==> src/rtl/bsg_pipeline_serializer.sv <==
// Single-word serializer: takes one width_p word and emits it as els_p beats of width_p/els_p bits,
// reloading on the last beat so consecutive words stream without a bubble.
module bsg_pipeline_serializer #(
    parameter int unsigned width_p     = 32,
    parameter int unsigned els_p       = 2,
    parameter bit          lsb_first_p = 1'b1
) (
    input  logic                       clk_i,
    input  logic                       reset_n_i,
    input  logic                       v_i,
    output logic                       ready_and_o,
    input  logic [width_p-1:0]         data_i,
    output logic                       v_o,
    output logic [width_p/els_p-1:0]   data_o,
    output logic                       last_o,
    input  logic                       ready_and_i
);

    localparam int unsigned w        = width_p / els_p;
    localparam int unsigned cnt_w    = (els_p > 1) ? $clog2(els_p) : 1;
    localparam logic [cnt_w-1:0] cnt_last = cnt_w'(els_p - 1);

    typedef enum logic {
        EMPTY = 1'b0,
        BUSY  = 1'b1
    } state_e;

    state_e                   state_r, state_n;
    logic                     v_r;
    logic [width_p-1:0]       data_r, data_n;
    logic [cnt_w-1:0]         cnt_r, cnt_n;
    logic [cnt_w-1:0]         sel;
    logic [els_p-1:0][w-1:0]  slices;

    assign v_r    = (state_r == BUSY);
    assign slices = data_r;

    // State register; reset discards any partially emitted word.
    always_ff @(posedge clk_i or negedge reset_n_i) begin
        if (!reset_n_i) begin
            state_r <= EMPTY;
            data_r  <= '0;
            cnt_r   <= '0;
        end else begin
            state_r <= state_n;
            data_r  <= data_n;
            cnt_r   <= cnt_n;
        end
    end

    // Next state: advance on each accepted beat, reload in place on the last beat.
    always_comb begin
        state_n = state_r;
        data_n  = data_r;
        cnt_n   = cnt_r;
        case (state_r)
            EMPTY: begin
                if (v_i) begin
                    state_n = BUSY;
                    data_n  = data_i;
                    cnt_n   = '0;
                end
            end
            BUSY: begin
                if (ready_and_i) begin
                    if (cnt_r != cnt_last) begin
                        cnt_n = cnt_r + cnt_w'(1);
                    end else if (v_i) begin
                        data_n = data_i;
                        cnt_n  = '0;
                    end else begin
                        state_n = EMPTY;
                        cnt_n   = '0;
                    end
                end
            end
            default: begin
                state_n = EMPTY;
                cnt_n   = '0;
            end
        endcase
    end

    // Outputs; ready_and_o deliberately passes ready_and_i through on the last beat.
    always_comb begin
        v_o         = v_r;
        last_o      = v_r & (cnt_r == cnt_last);
        ready_and_o = ~v_r | (last_o & ready_and_i);
        sel         = cnt_r;
        if (!lsb_first_p) begin
            sel = cnt_last - cnt_r;
        end
        data_o = slices[sel];
    end

endmodule
==> config.mk <==
export PLATFORM = sky130hd
export DESIGN_NAME = bsg_pipeline_serializer
export DESIGN_NICKNAME = d
export VERILOG_FILES = /design/src/rtl/bsg_pipeline_serializer.sv
export SDC_FILE = /design/constraint.sdc
export NUM_CORES = 1
export LEC_CHECK = 0
export BUFFER_PORTS_ARGS = -buffer_cell sky130_fd_sc_hd__buf_2
export CAP_MARGIN = 25
export CELL_PAD_IN_SITES_DETAIL_PLACEMENT = 1
export CELL_PAD_IN_SITES_GLOBAL_PLACEMENT = 2
export CORE_UTILIZATION = 31
export CTS_CLUSTER_SIZE = 8
export DETAILED_ROUTE_END_ITERATION = 6
export PLACE_DENSITY = 0.8
export SKIP_CTS_REPAIR_TIMING = 1
export SLEW_MARGIN = 20
export SYNTH_ARGS = -nofsm -noshare
export SYNTH_HDL_FRONTEND = slang
export SYNTH_SLANG_ARGS = --single-unit
==> constraint.sdc <==
create_clock -name clk_i -period 1.95 [get_ports clk_i]
set_clock_uncertainty 0.15 [all_clocks]
set_input_delay 0.0975 -clock clk_i [delete_from_list [all_inputs] [get_ports clk_i]]
set_output_delay 0.0975 -clock clk_i [all_outputs]
set_load 0.01 [all_outputs]
==> flow_summary.toml <==
[clocking]
cts_sinks = 34
insertion_delay_ns = 0.28
clk_path_buf_depth = 2
cts_made_buffers = 5
cts_tree = "done"
htree_levels = 2
cts_root_buf = "clkbuf_8"
clkTransAtPathRegs_ns = 0.07

[run_status]
status = "completed"

[cells_and_area]
final_cell_mix = "buf_2, nand2_1, dfrtp_1, dlygate4sd3_1, inv_1"
final_common_cell = "buf_2"
finalNetCount = 312
drive_gt1_share_pct = 38.6
n_antenna_cell = 0
nFillCells = 713
syn2layout_area_growth_pct = 40.7

[sta]
slew_violations = 0
fin_tns_setup_ns = 0
finalHoldViolCount = 0
tightest_slew_ns = 0.797
max_freq_mhz = 575
finalCritPeriodShare_pct = 89.2
setup_viol = 0
post-route-min-period_ns = 1.74
grt_setup_unrepaired = "no"
max-slew-margin-rel_pct = 46.9

[worst_setup_path]
r2r-end = "data_r[15]"
reg2reg_slack_ns = 0.46
critPathSlowestCell = "dlygate4sd3_1"
crit_fanout = 26
path_class = "in -> out"
crit_path_frequent_cell = "buf_2"
start_kind = "input pin"
r2r-start = "cnt_r"
reg2reg_depth = 2
required_ns = 1.70
critical-path-top-delay-family = "buffers and inverters"
slowest_delay_ns = 0.52
path_buf_inv = 5
worstPathCellList = "dlygate4sd3_1 > buf_2 > a21boi_4 > buf_12 > inv_1 > buf_2"
worstPathArrival_ns = 1.49
endpoint_kind = "output port"

[power_and_ir_drop]
total_leakage_power_uw = 0.00130
vdd_drop_max_uv = 410
cellPowerDensity_mw_per_mm2 = 987
power.total_uw = 2680

[synthesis]
synth_nets = 225
netlist_area_mm2 = 0.00193
avgSynthCellArea_um2 = 10.2
ys_warn_count = 0
synth_compound_area_share_pct = 30.9
synth_simple_gate_area_share_pct = 11.1
seq_area_frac_synth_pct = 44.0
synth_cells = 189
synthAdderAreaFrac_pct = 0
ys_ff_latch = 34
synth_top_family_by_area = "compound AO/OA/AOI/OAI gates"
yosysUniqueCellTypes = 17
synth-xor-area-share_pct = 0
synthMuxAreaShare_pct = 1.10

[global_route]
grt_pass1_wl_um = 7420
grt_antenna_before_repair = 0
grt-ovfl-total = 0
grt_use_total_pct = 15.3
grt_max_degree = 35
first_global_vias = 1519

[place]
port_buffers = 54
dpl.hpwl_um = 3180
gp_congestion = 0.730

[min_path]
hp-class = "in -> reg"
worstHoldStart = "v_i"
min_to = "data_r[24]"
hold_path_depth = 3

[detailed_routing]
num_vias = 1642
wl_um = 5000
ant_nets = 0
viasPerCell = 4.66
dr.pass1.iters = 4
wl_per_cell_um = 14.2
drt_iter0_markers = 47
drc = 0

[die]
dieArea_mm2 = 0.00655
coreArea_mm2 = 0.00596
die_w_um = 80.9
ios = 55
row_count = 28
start_util_pct = 32.4
die_h_um = 80.9

[flow_run]
max-cap-violations = 0
==> routing by layer <==
metal  GRT usage, %  routed length, µm
met1           18.6               2120
met2           26.3               2660
met3           3.60                133
met4           5.36                 93
met5              0                  0
==> metrics by stage <==
step                util (%)  area (µm²)  hold WS (ns)  worst slack, ns  std cells
floorplan                  -        1930        -0.348            0.599        189
global placement        37.6        2240        0.0735            0.440        306
detailed placement      37.6        2240        0.0805            0.404        306
CTS                     39.4        2350        -0.231           0.0728        314
global route            45.7        2720         0.124            0.133        352
finish                  45.7        2720        0.0957            0.210        352
==> sequential cells by signal (all words and copies together) (netlist names) <==
name    count
cnt_r       1
v_o         1
data_r     32
==> worst min-delay path, cell delays in order <==
cell	delay (ns)
buf_2	0.21
nand2_1	0.11
o32ai_2	0.07
==> area by class of cell <==
cell class                      instances  area, µm²  area share [%]
Tap cell                               75       93.8            3.45
Timing Repair Buffer                   98        698            25.7
Sequential cell                        34        851            31.3
Inverter                               33        124            4.56
Multi-Input combinational cell        104        842            31.0
Clock buffer                            8        110            4.05
==> power by group <==
| group | internal (µW) | switching (µW) |
|---|---|---|
| combinational | 547 | 533 |
| sequential | 914 | 84.8 |
| clock | 356 | 248 |
==> cells by family after synthesis <==
| kind of cell | count (synthesis) |
|---|---|
| compound gates | 49 |
| buf+inv | 51 |
| flops | 34 |
| mux | 2 |
| simple gates | 53 |
==> worst max path at each step <==
stage | end | slack [ns] | cells after the start | startpoint
3_3_place_gp | ready_and_o | 0.44 | 4 | v_o
3_5_place_dp | ready_and_o | 0.40 | 4 | v_o
2_1_floorplan | data_r[0] | 0.60 | 5 | cnt_r
5_1_grt | ready_and_o | 0.13 | 4 | v_o
4_1_cts | ready_and_o | 0.07 | 4 | v_o
6_report | ready_and_o | 0.21 | 6 | ready_and_i
==> synth_stat cells (all sizes together) <==
cell type | number | area share [%]
a21boi | 1 | 0.58
and2 | 1 | 0.32
and2b | 1 | 0.39
and3 | 1 | 0.58
buf | 12 | 5.2
clkbuf | 6 | 1.2
dfrtp | 34 | 44
inv | 33 | 6.4
mux2 | 1 | 0.58
mux2i | 1 | 0.52
nand2 | 49 | 9.5
o21ai | 16 | 4.1
o32ai | 32 | 26
or2 | 1 | 0.32
(Power assumes the default switching activity.)
